$ cat config.mk
export PLATFORM = sky130hd
export DESIGN_NAME = alu_exec_unit
export DESIGN_NICKNAME = d
export VERILOG_FILES = /design/src/rtl/alu_exec_unit.sv
export SDC_FILE = /design/constraint.sdc
export NUM_CORES = 1
export LEC_CHECK = 0
export CORE_MARGIN = 4
export CORE_UTILIZATION = 51
export DETAILED_ROUTE_END_ITERATION = 6
export HOLD_SLACK_MARGIN = 0.06
export PLACE_DENSITY = 0.89
export SLEW_MARGIN = 20
export SYNTH_ARGS = -nofsm -noshare
export SYNTH_HDL_FRONTEND = slang
export SYNTH_SLANG_ARGS = --single-unit
export TNS_END_PERCENT = 20
$ cat constraint.sdc
create_clock -name clk -period 3.6 [get_ports clk]
set_input_delay 0.36 -clock clk [delete_from_list [all_inputs] [get_ports clk]]
set_output_delay 0.36 -clock clk [all_outputs]
set_load 0.03 [all_outputs]
$ cat src/rtl/alu_exec_unit.sv
// Execution-stage ALU with valid/ready handshakes on both sides.
// Single-cycle ADD/SUB/AND/COMPARE; LEFT_SHIFT iterates one bit per cycle.
module alu_exec_unit #(
    parameter int WIDTH   = 32,
    parameter int SHAMT_W = 5
) (
    input  logic             clk,
    input  logic             rst,
    input  logic             in_valid,
    output logic             in_ready,
    input  logic [2:0]       ALU_Control,
    input  logic [WIDTH-1:0] SrcA,
    input  logic [WIDTH-1:0] SrcB,
    output logic             out_valid,
    input  logic             out_ready,
    output logic [WIDTH-1:0] ALU_Result,
    output logic             Zero
);

    typedef enum logic [1:0] {
        IDLE  = 2'd0,
        SHIFT = 2'd1,
        DONE  = 2'd2
    } state_t;

    localparam logic [2:0] OP_ADD     = 3'b000;
    localparam logic [2:0] OP_SUB     = 3'b001;
    localparam logic [2:0] OP_AND     = 3'b010;
    localparam logic [2:0] OP_SHL     = 3'b011;
    localparam logic [2:0] OP_COMPARE = 3'b100;

    state_t               state, stateNext;
    logic [WIDTH-1:0]     result, resultNext;
    logic [SHAMT_W-1:0]   count, countNext;
    logic                 zeroFlag;
    logic [SHAMT_W-1:0]   shamt;
    logic                 lessThan;

    assign shamt    = SrcB[SHAMT_W-1:0];
    assign lessThan = $signed(SrcA) < $signed(SrcB);

    // The result register doubles as the shift working register; it is only
    // presented as valid in DONE, so intermediate shift values are harmless.
    always_ff @(posedge clk) begin
        if (rst) begin
            state    <= IDLE;
            result   <= '0;
            count    <= '0;
            zeroFlag <= 1'b1;
        end else begin
            state    <= stateNext;
            result   <= resultNext;
            count    <= countNext;
            zeroFlag <= (resultNext == '0);
        end
    end

    always_comb begin
        stateNext  = state;
        resultNext = result;
        countNext  = count;
        case (state)
            IDLE: begin
                if (in_valid) begin
                    stateNext = DONE;
                    case (ALU_Control)
                        OP_SUB:     resultNext = SrcA - SrcB;
                        OP_AND:     resultNext = SrcA & SrcB;
                        OP_COMPARE: resultNext = {{(WIDTH-1){1'b0}}, lessThan};
                        OP_SHL: begin
                            resultNext = SrcA;
                            countNext  = shamt;
                            if (shamt != '0) begin
                                stateNext = SHIFT;
                            end
                        end
                        // ADD and the unused codes 101/110/111
                        default:    resultNext = SrcA + SrcB;
                    endcase
                end
            end
            SHIFT: begin
                resultNext = {result[WIDTH-2:0], 1'b0};
                countNext  = count - SHAMT_W'(1);
                if (count == SHAMT_W'(1)) begin
                    stateNext = DONE;
                end
            end
            DONE: begin
                if (out_ready) begin
                    stateNext = IDLE;
                end
            end
            default: begin
                stateNext = IDLE;
            end
        endcase
    end

    assign in_ready   = (state == IDLE);
    assign out_valid  = (state == DONE);
    assign ALU_Result = result;
    assign Zero       = zeroFlag;

endmodule

==> PnR_summary.wiki, run 1 <==
{| class="wikitable"
! Metric !! Value
|-
| Part of the Yosys area used for sequential elements || 11.52%
|-
| Number of distinct library cell variants in the gate-level netlist after synthesis || 83
|-
| Post-synthesis net count || 1168
|-
| Area fraction in and, or, nand and nor cells after synthesis || 23.90%
|-
| Number of synthesized register bits || 40
|-
| Number of buffers on the longest clock path || 2
|-
| Port Buffer Count || 105
|-
| # rows || 42
|-
| Standard cell area after detailed placement || 0.01014 mm2
|-
| Total clock buffers created by CTS || 5
|-
| Number of standard cells after synthesis || 1028
|-
| CTS H-Tree Depth || 2
|-
| All-layer global routing usage || 75.38%
|-
| Number of enable flip-flop cells after synthesis || 0
|-
| Largest family of logic cells by synthesized area || compound AO/OA/AOI/OAI gates
|-
| Most area-consuming cells after synthesis || sky130_fd_sc_hd__ha_1 12%, sky130_fd_sc_hd__dfxtp_1 12%, sky130_fd_sc_hd__a21oi_1 8.3%
|-
| Post-synthesis cell area || 0.006953 mm2
|-
| Terminating stage of the flow || 5_1_grt
|-
| Sink Count || 40
|-
| Run status || stopped before the end
|-
| Post-synth ARST share || 0%
|-
| Post-synthesis mux area share || 1.332%
|-
| Number of ports placed on the die boundary || 106
|-
| Xor-xnor portion of the synthesized cell area || 3.779%
|-
| DPL Wire Length || 25430 um
|-
| Most used DFF post-synth || sky130_fd_sc_hd__dfxtp_1
|-
| Area fraction in compound gates after synthesis || 39.19%
|-
| Adder-Cell Fraction of Synth Area || 12.63%
|-
| Post-synth top area cell || sky130_fd_sc_hd__ha_1
|-
| Error msg || [ERROR GRT-0232] Routing congestion too high. Check the congestion heatmap in the GUI.
|-
| Area share of the largest cell type after synthesis || 12.06%
|-
| Synthesized area divided by synthesized cell count || 6.764 um2
|-
| Chip Height || 124.8 um
|-
| Initial core utilization || 52.30%
|-
| Largest net degree at the start of global routing || 32
|-
| Weighted congestion reported at the end of routability-driven placement || 1.115
|-
| Die X-Extent || 124.8 um
|-
| Worst EP kind || register input
|-
| CTS root buf || sky130_fd_sc_hd__clkbuf_16
|-
| Post-CTS Hold Fix Bufs || 0
|-
| Last worst endpoint in the global-route repair_timing || Zero$_SDFF_PP1_/D
|-
| Synth warn || 0
|-
| Overflow left after global routing || 58
|}
logic make-up after synthesis:
kind of cell / Yosys count
AOI/OAI and AO/OA: 406
and+or+nand+nor: 337
buffers and inverters: 137
adders and majority gates: 69
DFF: 40
xor gates and xnor gates: 30
muxes: 9
metal layers:
layer  GRT overflow  track usage, %
met1              5           75.25
met4             24           73.31
met5              0           27.12
met2             28           89.22
met3              1           64.67
synthesized netlist by cell type, types with 19 or more instances:
master and instances:
sky130_fd_sc_hd__inv_1 73, sky130_fd_sc_hd__a211oi_1 21, sky130_fd_sc_hd__clkbuf_1 44, sky130_fd_sc_hd__nand3_1 21, sky130_fd_sc_hd__a22oi_1 19, sky130_fd_sc_hd__dfxtp_1 40, sky130_fd_sc_hd__nor2_1 106, sky130_fd_sc_hd__ha_1 67
sky130_fd_sc_hd__o21ai_0 69, sky130_fd_sc_hd__a21oi_1 116, sky130_fd_sc_hd__xnor2_1 27, sky130_fd_sc_hd__nand2_1 80
metrics by stage:
step	setup WS (ns)	std cells	util [%]	hold WS, ns
4_1_cts	-0.1848	1568	82.13	0.4724
3_5_place_dp	-0.8463	1535	76.28	0.4640
2_1_floorplan	0.03186	1028	-	0.4450
3_3_place_gp	-0.6972	1535	76.28	0.4594
timing repair:
item / in CTS
setup buffers: 26
resized for setup: 100
endpoints found under the setup margin: 4
cloned: 0
pin swaps: 46
==> run 2, diff against run 1 <==
--- a/config.mk
+++ b/config.mk
@@ -6,10 +6,9 @@
 export NUM_CORES = 1
 export LEC_CHECK = 0
 export CORE_MARGIN = 4
-export CORE_UTILIZATION = 51
+export CORE_UTILIZATION = 40
 export DETAILED_ROUTE_END_ITERATION = 6
-export HOLD_SLACK_MARGIN = 0.06
-export PLACE_DENSITY = 0.89
+export PLACE_DENSITY_LB_ADDON = 0.15
 export SLEW_MARGIN = 20
 export SYNTH_ARGS = -nofsm -noshare
 export SYNTH_HDL_FRONTEND = slang
==> constraint.sdc (replaced) <==
create_clock -name clk -period 4.7 [get_ports clk]
set_input_delay 0.47 -clock clk [delete_from_list [all_inputs] [get_ports clk]]
set_output_delay 0.47 -clock clk [all_outputs]
set_load 0.03 [all_outputs]
==> PnR_summary.wiki, run 2 <==
{| class="wikitable"
! Metric !! Value
|-
| Global-route wire length before repair || 44160 um
|-
| Post-synthesis cell area || 0.006953 mm2 (unchanged)
|-
| Capture point of the worst reg-to-reg path || Zero$_SDFF_PP1_
|-
| Source of the worst register-to-register timing path || state[0]$_SDFFE_PP0P_
|-
| Chip Height || 139.8 um (was 124.8 um)
|-
| Cell with the largest stage delay on the worst path || sky130_fd_sc_hd__or4_1
|-
| Standard cell area after detailed placement || 0.008673 mm2 (was 0.01014 mm2)
|-
| Final-report max-slew violation count || 0
|-
| Worst hold slack || 0.4769 ns
|-
| Number of standard cells after synthesis || 1028 (unchanged)
|-
| Top cells by count, synth || 116 x sky130_fd_sc_hd__a21oi_1, 106 x sky130_fd_sc_hd__nor2_1, 80 x sky130_fd_sc_hd__nand2_1, 73 x sky130_fd_sc_hd__inv_1, 69 x sky130_fd_sc_hd__o21ai_0 (unchanged)
|-
| Max reg flops || 32
|-
| Critical Path End Type || flop
|-
| Most area-consuming cells after synthesis || sky130_fd_sc_hd__ha_1 12%, sky130_fd_sc_hd__dfxtp_1 12%, sky130_fd_sc_hd__a21oi_1 8.3% (unchanged)
|-
| CTS H-Tree Depth || 2 (unchanged)
|-
| Worst EP arrival || 4.61 ns
|-
| Number of global-route vias before repair || 7993
|-
| Weighted congestion reported at the end of routability-driven placement || 1.007 (was 1.115)
|-
| Final net count || 1302
|-
| Number of ports placed on the die boundary || 106 (unchanged)
|-
| R2r setup slk || 1.39 ns
|-
| All-layer global routing usage || 27.68%
|-
| DR DRC count || 0
|-
| Launching element type of the critical path || input port
|-
| DIE AREA || 0.01956 mm2
|-
| Met2 WL || 12560 um
|-
| Die X-Extent || 139.8 um (was 124.8 um)
|-
| Number of setup buffers added after CTS || 0 (was 26)
|-
| Number of enable flip-flop cells after synthesis || 0 (unchanged)
|-
| DPL Wire Length || 22680 um (was 25430 um)
|-
| Achievable frequency || 226.1 MHz
|-
| Combined flip-flop and latch cell area || 800.8 um2
|-
| Cell with the most instances on the worst path || sky130_fd_sc_hd__buf_4
|-
| Clk_lat worst skew || 0.28 ns
|-
| Initial core utilization || 41.34% (was 52.30%)
|-
| Power density cells || 219.7 mW/mm2
|-
| Initial antenna violation count || 0
|-
| Total iterations of the first detailed-routing run || 7
|-
| Worst min path class || reg -> reg
|-
| CTS root buf || sky130_fd_sc_hd__clkbuf_16 (unchanged)
|-
| Clock tree skew after final layout || 0.003566 ns
|-
| Total wirelength of the detailed-routed design || 28600 um
|-
| Number of buffers on the longest clock path || 2 (unchanged)
|-
| FF-to-FF path depth || 10
|-
| Met3 WL post-DR || 2678 um
|-
| Highest-count cells in the layout ignoring fill and taps || 116 x sky130_fd_sc_hd__a21oi_1, 106 x sky130_fd_sc_hd__nor2_1, 104 x sky130_fd_sc_hd__clkdlybuf4s50_1
|-
| Highest fanout seen on the critical path || 11
|-
| Most frequent standard cell in the layout excluding fill and tap cells || sky130_fd_sc_hd__a21oi_1
|-
| Synthesized area divided by synthesized cell count || 6.764 um2 (unchanged)
|-
| CP Buf/Inv Count || 4
|-
| Hold depth || 2
|-
| Count of maximum capacitance violations || 0
|-
| Multi-input logic area || 0.005630 mm2
|-
| Post-synthesis net count || 1168 (unchanged)
|-
| Run status || finished clean (was stopped before the end)
|-
| Setup Crit Path Kind || in -> reg
|-
| Area share of the largest cell type after synthesis || 12.06% (unchanged)
|-
| Post-synth ARST share || 0% (unchanged)
|-
| Length of routed wiring on met1 || 12280 um
|-
| Final total negative setup slack || 0 ns
|-
| Antenna Nets Post-Route || 0
|-
| Post-synth top area cell || sky130_fd_sc_hd__ha_1 (unchanged)
|-
| Endpoints failing hold || 0
|-
| Synth warn || 0 (unchanged)
|-
| Cell Chain, Critical Path || clkdlybuf4s50_1 > inv_1 > ha_1 > nor4_1 > o31ai_1 > a21oi_1 > o21ai_0 > buf_4 > o21ai_1 > buf_4 > xnor2_1 > a211o_1 > and4b_1 > nand4_1 > or4_1 > o41ai_2
|-
| Number of gates given a new drive strength after cts || 0 (was 100)
|-
| Leakage || 3.623 nW
|-
| Setup slack after placement || 0.08344 ns (was -0.8463 ns)
|-
| Shortest period the worst path allows || 4.422 ns
|-
| Sink Count || 40 (unchanged)
|-
| Final worst setup slack || 0.2777 ns
|-
| Port Buffer Count || 105 (unchanged)
|-
| Worst ir drop on vdd || 0.0002131 V
|-
| Overflow left after global routing || 0
|-
| Initial detailed-routing violation count || 1045
|-
| Post-CTS Hold Fix Bufs || 0 (unchanged)
|-
| Max Used Layer || met4
|-
| Part of the Yosys area used for sequential elements || 11.52% (unchanged)
|-
| Most used DFF post-synth || sky130_fd_sc_hd__dfxtp_1 (unchanged)
|-
| Top-count cell post-synth || sky130_fd_sc_hd__a21oi_1 (unchanged)
|-
| Largest net degree at the start of global routing || 32
|-
| # rows || 47 (was 42)
|-
| Stage delay of the slowest cell on the critical path || 0.56 ns
|-
| Min-Delay Startpoint || count[1]$_SDFFE_PP0P_
|-
| Final setup viols || 0
|-
| Layout Utilization || 52.59%
|-
| Top cell family by delay on the critical path || compound AO/OA/AOI/OAI gates
|-
| Slew at the pin with the worst max-slew slack || 0.9712 ns
|-
| Post-CTS clock slew at the launch and capture registers of the worst setup and hold paths || 0.06 ns
|-
| Post-route cell area || 0.008845 mm2
|-
| Number of distinct library cell variants in the gate-level netlist after synthesis || 83 (unchanged)
|-
| Mean number of vias per cell || 6.277
|-
| Count of antenna diodes in the layout || 0
|-
| Data required time of the critical path || 4.89 ns
|-
| Total clock buffers created by CTS || 5 (unchanged)
|-
| RSZ-0062 raised after global routing || false
|-
| Hold Path End || count[1]$_SDFFE_PP0P_
|-
| Via count || 8681
|-
| Layout cells sized above 1 || 9.716%
|-
| Number of synthesized register bits || 40 (unchanged)
|-
| Ratio of final minimum period to clock period || 94.09%
|-
| Routed len/inst || 20.68 um
|-
| Synth-to-Final Area Change || 27.21%
|-
| Area of the core || 0.01682 mm2
|-
| Relative max-transition margin || 34.96%
|-
| Final-layout fill cell count || 1755
|-
| TritonCTS clock tree || yes
|}
run 2: where the power goes:
part           total, W  internal, W  switching, W
clock          0.000399     0.000252      0.000147
combinational   0.00114     0.000467      0.000669
sequential     0.000409     0.000371     0.0000374
run 2: worst reg2reg max path, delay by kind of cell (launching register included):
family / cells / cell delay, ns
simple gates: 7 / 2.15
compound gates: 3 / 0.70
flops: 1 / 0.36
run 2: layout make-up:
class	instances	share of cell area [%]
inverters	76	3.225
clock buffers	5	1.415
multi-input cells	851	63.66
well taps	220	3.112
repair buffers	188	19.01
clock inverters	3	0.5234
flip-flops and latches	40	9.054
run 2: through the flow:
| stage | std cells | total power, W |
|---|---|---|
| after floorplan | 1028 | 0.001092 |
| after global placement | 1375 | 0.001523 |
| after detailed placement | 1375 | 0.001520 |
| after CTS | 1383 | 0.001925 |
| after global routing | 1383 | 0.002052 |
| final | 1383 | 0.001943 |
run 2: cells by family (layout without fill, tap and decap cells):
group | Yosys count | after routing | synth area share [%]
compound gates | 406 | 406 | 39.19
xor+xnor | 30 | 30 | 3.779
fa+ha+maj | 69 | 69 | 12.63
buf+inv | 137 | 272 | 7.648
flops | 40 | 40 | 11.52
mux | 9 | 9 | 1.332
simple gates | 337 | 337 | 23.90
run 2: layer usage:
layer  vias up  track usage (%)
li1       4102                -
met1      3997            38.65
met2       502            44.19
met3        80            3.190
met4         0            9.536
met5         -                0
run 2: how the worst max path moves through the flow:
stage | startpoint | end | slack (ns) | cells past startpoint
floorplan | SrcA[0] | Zero$_SDFF_PP1_ | 1.02 | 14
global placement | SrcB[8] | Zero$_SDFF_PP1_ | 0.14 | 16
detailed placement | SrcB[8] | Zero$_SDFF_PP1_ | 0.08 | 16
CTS | SrcB[8] | Zero$_SDFF_PP1_ | 0.35 | 16
global route | SrcB[8] | Zero$_SDFF_PP1_ | 0.08 | 15
finish | SrcB[8] | Zero$_SDFF_PP1_ | 0.28 | 16
Note: power is estimated with default switching activity, not from simulation.
==> run 3, diff against run 2 <==
--- a/config.mk
+++ b/config.mk
@@ -5,9 +5,11 @@
 export SDC_FILE = /design/constraint.sdc
 export NUM_CORES = 1
 export LEC_CHECK = 0
+export CAP_MARGIN = 20
 export CORE_MARGIN = 4
 export CORE_UTILIZATION = 40
 export DETAILED_ROUTE_END_ITERATION = 6
+export GPL_TIMING_DRIVEN = 0
 export PLACE_DENSITY_LB_ADDON = 0.15
 export SLEW_MARGIN = 20
 export SYNTH_ARGS = -nofsm -noshare
==> PnR_summary.wiki, run 3 (same netlist as run 2, synthesis figures left out) <==
{| class="wikitable"
! Metric !! Value
|-
| Total wirelength of the detailed-routed design || 29270 um (was 28600 um)
|-
| Relative max-transition margin || 36.63% (was 34.96%)
|-
| Clk_lat worst skew || 0.28 ns (about the same)
|-
| Clock tree skew after final layout || 0.005842 ns (was 0.003566 ns)
|-
| Chip Height || 139.8 um (unchanged)
|-
| Worst EP arrival || 4.74 ns (was 4.61 ns)
|-
| Achievable frequency || 219.4 MHz (was 226.1 MHz)
|-
| Sum of internal, switching and leakage power || 0.001902 W (was 0.001943 W)
|-
| Total clock buffers created by CTS || 5 (unchanged)
|-
| TritonCTS clock tree || yes (unchanged)
|-
| Critical Path End Type || flop (unchanged)
|-
| DPL Wire Length || 22920 um (was 22680 um)
|-
| Mean number of vias per cell || 6.317 (was 6.277)
|-
| Layout Utilization || 50.95% (was 52.59%)
|-
| Endpoints failing hold || 0 (unchanged)
|-
| Highest-count cells in the layout ignoring fill and taps || 114 x sky130_fd_sc_hd__a21oi_1, 106 x sky130_fd_sc_hd__nor2_1, 103 x sky130_fd_sc_hd__clkdlybuf4s50_1 (was 116 x sky130_fd_sc_hd__a21oi_1, 106 x sky130_fd_sc_hd__nor2_1, 104 x sky130_fd_sc_hd__clkdlybuf4s50_1)
|-
| Max reg flops || 32 (unchanged)
|-
| Run status || finished clean (unchanged)
|-
| Power density cells || 221.9 mW/mm2 (was 219.7 mW/mm2)
|-
| Final setup viols || 0 (unchanged)
|-
| Routed len/inst || 21.46 um (was 20.68 um)
|-
| Post-route cell area || 0.008569 mm2 (was 0.008845 mm2)
|-
| Global-route wire length before repair || 44060 um (was 44160 um)
|-
| Launching element type of the critical path || input port (unchanged)
|-
| Number of buffers on the longest clock path || 2 (unchanged)
|-
| Worst min path class || reg -> reg (unchanged)
|-
| Leakage || 3.393 nW (was 3.623 nW)
|-
| Post-CTS Hold Fix Bufs || 0 (unchanged)
|-
| Area of the core || 0.01682 mm2 (unchanged)
|-
| Min-Delay Startpoint || count[1]$_SDFFE_PP0P_ (unchanged)
|-
| CTS H-Tree Depth || 2 (unchanged)
|-
| Count of placed standard cells in the final layout, fillers left out || 1364 (was 1383)
|-
| Capture point of the worst reg-to-reg path || Zero$_SDFF_PP1_ (unchanged)
|-
| Antenna Nets Post-Route || 0 (unchanged)
|-
| RSZ-0062 raised after global routing || false (unchanged)
|-
| Via count || 8617 (was 8681)
|-
| Initial detailed-routing violation count || 1130 (was 1045)
|-
| Count of antenna diodes in the layout || 0 (unchanged)
|-
| DR DRC count || 0 (unchanged)
|-
| Slew at the pin with the worst max-slew slack || 0.9505 ns (was 0.9712 ns)
|-
| Synth-to-Final Area Change || 23.25% (was 27.21%)
|-
| Layout cells sized above 1 || 5.157% (was 9.716%)
|-
| Number of ports placed on the die boundary || 106 (unchanged)
|-
| # rows || 47 (unchanged)
|-
| DIE AREA || 0.01956 mm2 (unchanged)
|-
| Initial antenna violation count || 0 (unchanged)
|-
| Standard cell area after detailed placement || 0.008269 mm2 (was 0.008673 mm2)
|-
| Total placed cells including tap cells || 1352 (was 1375)
|-
| Die X-Extent || 139.8 um (unchanged)
|-
| CTS root buf || sky130_fd_sc_hd__clkbuf_16 (unchanged)
|-
| Sink Count || 40 (unchanged)
|-
| Largest net degree at the start of global routing || 16 (was 32)
|-
| All-layer global routing usage || 27.95% (was 27.68%)
|-
| Highest fanout seen on the critical path || 15 (was 11)
|-
| Final net count || 1283 (was 1302)
|-
| Total iterations of the first detailed-routing run || 6 (was 7)
|-
| Hold depth || 2 (unchanged)
|-
| Count of maximum capacitance violations || 0 (unchanged)
|-
| Final-report max-slew violation count || 0 (unchanged)
|-
| Worst ir drop on vdd || 0.0001688 V (was 0.0002131 V)
|-
| Most frequent standard cell in the layout excluding fill and tap cells || sky130_fd_sc_hd__a21oi_1 (unchanged)
|-
| Setup Crit Path Kind || in -> reg (unchanged)
|-
| Port Buffer Count || 104 (was 105)
|-
| Initial core utilization || 41.34% (unchanged)
|-
| Post-CTS clock slew at the launch and capture registers of the worst setup and hold paths || 0.06 ns (about the same)
|-
| Hold Path End || count[1]$_SDFFE_PP0P_ (unchanged)
|-
| R2r setup slk || 1.00 ns (was 1.39 ns)
|-
| Source of the worst register-to-register timing path || state[0]$_SDFFE_PP0P_ (unchanged)
|-
| Number of global-route vias before repair || 7711 (was 7993)
|-
| Data required time of the critical path || 4.88 ns (was 4.89 ns)
|-
| Shortest period the worst path allows || 4.558 ns (was 4.422 ns)
|-
| FF-to-FF path depth || 10 (unchanged)
|-
| Overflow left after global routing || 0 (unchanged)
|-
| Weighted congestion reported at the end of routability-driven placement || 0.9641 (was 1.007)
|-
| Ratio of final minimum period to clock period || 96.97% (was 94.09%)
|}
## run 3: cell count changes in the layout (fill, tap and decap cells not counted), sizes merged
cell / change
buf: -64
clkbuf: +45
clkinv: +2
clkdlybuf4s50: -1
clkinvlp: -1
dlymetal6s2s: +1
inv: -1
## run 3: power breakdown
group          switching, W  total, W  internal [W]
sequential        0.0000397  0.000411      0.000371
combinational      0.000675   0.00109      0.000418
clock              0.000145  0.000398      0.000252
## run 3: stage by stage
step,hold slack (ns),TNS (ns),worst slack [ns]
4_1_cts,0.4772,0,0.006612
5_1_grt,0.5016,0,0.006923
2_1_floorplan,0.4450,0,1.022
3_5_place_dp,0.4711,-1.033,-0.4527
6_report,0.4702,0,0.1422
3_3_place_gp,0.4755,-1.424,-0.5694
## run 3: worst max-delay path, stage by stage
cell and delay (ns):
sky130_fd_sc_hd__clkdlybuf4s50_1 0.48, sky130_fd_sc_hd__inv_1 0.04, sky130_fd_sc_hd__ha_1 0.58, sky130_fd_sc_hd__o211ai_1 0.29
sky130_fd_sc_hd__nand2_1 0.19, sky130_fd_sc_hd__a21oi_1 0.17, sky130_fd_sc_hd__a211oi_4 0.40, sky130_fd_sc_hd__a21oi_1 0.20
sky130_fd_sc_hd__o41ai_4 0.49, sky130_fd_sc_hd__a2111oi_0 0.13, sky130_fd_sc_hd__o32ai_1 0.28, sky130_fd_sc_hd__buf_4 0.18
sky130_fd_sc_hd__nand3_1 0.07, sky130_fd_sc_hd__or4_1 0.53, sky130_fd_sc_hd__o41ai_2 0.24
## run 3: worst max-delay path by stage
stage                      endpoint  slack (ns)  depth (start not counted)  startpoint
floorplan           Zero$_SDFF_PP1_        1.02                         14     SrcA[0]
global placement    Zero$_SDFF_PP1_       -0.57                         15    SrcB[10]
detailed placement  Zero$_SDFF_PP1_       -0.45                         15    SrcB[11]
CTS                 Zero$_SDFF_PP1_       0.007                         15     SrcA[0]
global route        Zero$_SDFF_PP1_       0.007                         15    SrcB[11]
finish              Zero$_SDFF_PP1_        0.14                         15    SrcB[11]
## run 3: area by class of cell
| type | count | area, um2 |
|---|---|---|
| Sequential cell | 40 | 800.8 |
| Multi-Input combinational cell | 851 | 5702 |
| Buffer | 60 | 252.7 |
| Inverter | 76 | 285.3 |
| Fill cell | 1783 | 8249 |
| Clock inverter | 3 | 47.55 |
| Tap cell | 220 | 275.3 |
| Timing Repair Buffer | 109 | 1081 |
| Clock buffer | 5 | 125.1 |
## run 3: what timing repair did
item | in CTS | in global routing
setup buffers | 0 | 5
pin swaps | 0 | 4
resized for setup | 3 | 25
endpoints found under the setup margin | 2 | 3
## run 3: metal layers
| layer | track usage, % | wire, um | vias up |
|---|---|---|---|
| li1 | - | - | 4049 |
| met4 | 8.057 | 911 | 0 |
| met1 | 40.15 | 12690 | 4003 |
| met2 | 43.20 | 12650 | 500 |
| met3 | 4.322 | 3015 | 65 |
| met5 | 0 | 0 | - |
==> edit: new RTL, config.mk and constraints of run 3 <==
The 3 states of `state_t` get a one-hot encoding in 3 bits.
--- a/src/rtl/alu_exec_unit.sv
+++ b/src/rtl/alu_exec_unit.sv
@@ -17,10 +17,10 @@
     output logic             Zero
 );
 
-    typedef enum logic [1:0] {
-        IDLE  = 2'd0,
-        SHIFT = 2'd1,
-        DONE  = 2'd2
+    typedef enum logic [2:0] {
+        IDLE  = 3'b001,
+        SHIFT = 3'b010,
+        DONE  = 3'b100
     } state_t;
 
     localparam logic [2:0] OP_ADD     = 3'b000;
Formal check against the unedited RTL: same outputs for any inputs over 10 cycles, from zero or initial values and one cycle with rst high; not proved beyond that.
==> edit against run 3 <==
  * Largest cell class unchanged
  * Routed wire length increased by 3.1%
  * Cell count increased by 0.81%
  * Area after synthesis rose by 0.61%
  * Cell area decreased by 1.2%
  * Total power rose by 15%
  * The run now ends with design-rule violations left
  * Setup slack gained 1.4 ps
  * Sequential cell count grew 1
  * Clock skew down 1.4 ps
==> edit: results (changes against run 3) <==
Synthesis
  • Top FF cell, synth: dfxtp_1 (unchanged)
  • Synth Area in Compound Gates: 39.1% (was 39.2%)
  • Sequential fraction of the synthesis area: 11.7% (was 11.5%)
  • Syn_nets: 1178 (was 1168)
  • Top cells by area, synth: ha_1, dfxtp_1, a21oi_1 (unchanged)
  • Cell variety after synth: 86 (was 83)
  • XOR/XNOR Fraction of Synth Area: 2.63% (was 3.78%)
  • Adder-cell share of the synthesized area: 12.4% (was 12.6%)
  • Post-synth top cells: a21oi_1, nor2_1, nand2_1 (unchanged)
  • Mux contribution to synthesized area: 1.97% (was 1.33%)

Pwr
  • Peak VDD IR: 0.000136 V (was 0.000169 V)
  • Pleak: 3.46 nW (was 3.39 nW)

Placement
  • Port bufs: 103 (was 104)
  • RD Place Congestion: 0.987 (was 0.964)
  • Hpwl dp: 23.7 mm (was 22.9 mm)

Global route
  • Initial antenna violation count: 0 (unchanged)
  • Congestion Overflow GR: 0 (unchanged)
  • Vias in the first global route: 8035 (was 7711)
  • GRT Util Overall: 28.9% (was 27.9%)
  • Largest net degree at the start of global routing: 12 (was 16)
  • First-pass GRT wire length: 45.5 mm (was 44.1 mm)

CTS
  • Clk_lat worst skew: 280 ps (about the same)
  • Clk slew on worst S/H paths: 60 ps (about the same)
  • Root Buffer: clkbuf_16 (unchanged)
  • Num CTS Buffers: 5 (unchanged)
  • Clock tree buffer depth: 2 (unchanged)

Route
  • # DRC: 4 (was 0)
  • Drt first pass iters: 7 (was 6)
  • Drt initial violations: 1008 (was 1130)
  • DR vias/cell: 6.33 (was 6.32)
  • Avg WL per Cell: 21.9 um (was 21.5 um)

Timing
  • Clk_skew: 4.41 ps (was 5.84 ps)
  • Worst Max-Slew Pin Slew: 949 ps (was 951 ps)
  • Final max-slew violation count: 0 (unchanged)

Cells and area
  • Max reg flops: 32 (unchanged)
  • Antenna Diode Count: 0 (unchanged)
  • Layout cells sized above 1: 4.87% (was 5.16%)
  • Layout Nets: 1289 (was 1283)

Status
  • Failing checks: design-rule violations
  • Outcome: complete, but fails checks (was complete, no violations)

Worst setup path
  • Critical Path AT: 4740 ps (about the same)
  • Worst Path Max Fanout: 5 (was 15)
==> edit: cell count changes in the layout (fill, tap and decap cells not counted), moves of 7 or more <==
cell,change
o22ai_1,+7
nand3_1,-7
a211oi_1,-13
or2_2,+8
nand2_1,+15
xnor2_1,-12
nor3_1,+13
clkbuf_2,-7
==> edit: final cells by class <==
class / instances / area (um2)
buffer: 64 / 278
clock buffer: 7 / 143
fill: 1812 / 8770
inverter: 71 / 267
multi-input combinational: 863 / 5640
sequential: 41 / 821
tap: 225 / 282
timing repair buffer: 104 / 1040
==> edit: where the power goes <==
group / leakage (nW) / total [W] / internal (W) / switching [W]
Combinational: 3.06 / 0.00139 / 0.000522 / 0.000863
Sequential: 0.335 / 0.000455 / 0.000399 / 0.0000567
Clock: 0.0700 / 0.000344 / 0.000209 / 0.000135
==> edit: metal layers <==
metal	vias to the layer above	part of all wire [%]	global-route usage, %
met5	-	0	0
met4	0	3.6	10.6
met3	78	11	4.81
met2	545	44	46.3
met1	4001	41	39.1
li1	4078	-	-
==> edit: final timing paths <==
check | start | endpoint | slack (ps) | cells past startpoint
worst max-delay path | SrcB[0] | Zero$_SDFF_PP1_ | 140 | 14
worst max register to register | state[0]$_SDFFE_PP1P_ | Zero$_SDFF_PP1_ | 540 | 13
worst min register to register | count[4]$_SDFFE_PP0P_ | count[4]$_SDFFE_PP0P_ | 520 | 2
worst min-delay path | count[4]$_SDFFE_PP0P_ | count[4]$_SDFFE_PP0P_ | 520 | 2
==> edit: kinds of logic after synthesis <==
family	Yosys count
xor gates and xnor gates	21
muxes	13
AOI/OAI and AO/OA	407
DFF	41
buffers and inverters	135
adders and majority gates	68
and+or+nand+nor	354
==> edit: critical path, cell delays in order <==
cell and delay [ps]:
clkdlybuf4s50_1 530, ha_1 270, fa_1 390, nand2b_1 180, a21oi_1 380, o21ai_0 260, a21oi_1 500, nand2_1 190
nand4_1 140, a32oi_1 120, a221o_1 320, a2111oi_0 400, nand4b_1 240, o41ai_2 350
==> edit: repair_timing <==
action                                 4_1_cts  5_1_grt
buffers inserted                             0        1
gates resized for setup                      0        5
setup endpoints to repair                    0        1
endpoints found under the hold margin        0        0
==> edit: stage by stage <==
step	std cells	TNS [ps]	hold slack (ps)	setup slack, ps	area [um2]
after global routing	1375	0	562	1.44	8470
after detailed placement	1367	-95.5	507	-95.5	8320
after global placement	1367	-134	502	-134	8310
final	1375	0	517	144	8470
after floorplan	1039	0	479	1240	7000
after CTS	1374	0	519	153	8460
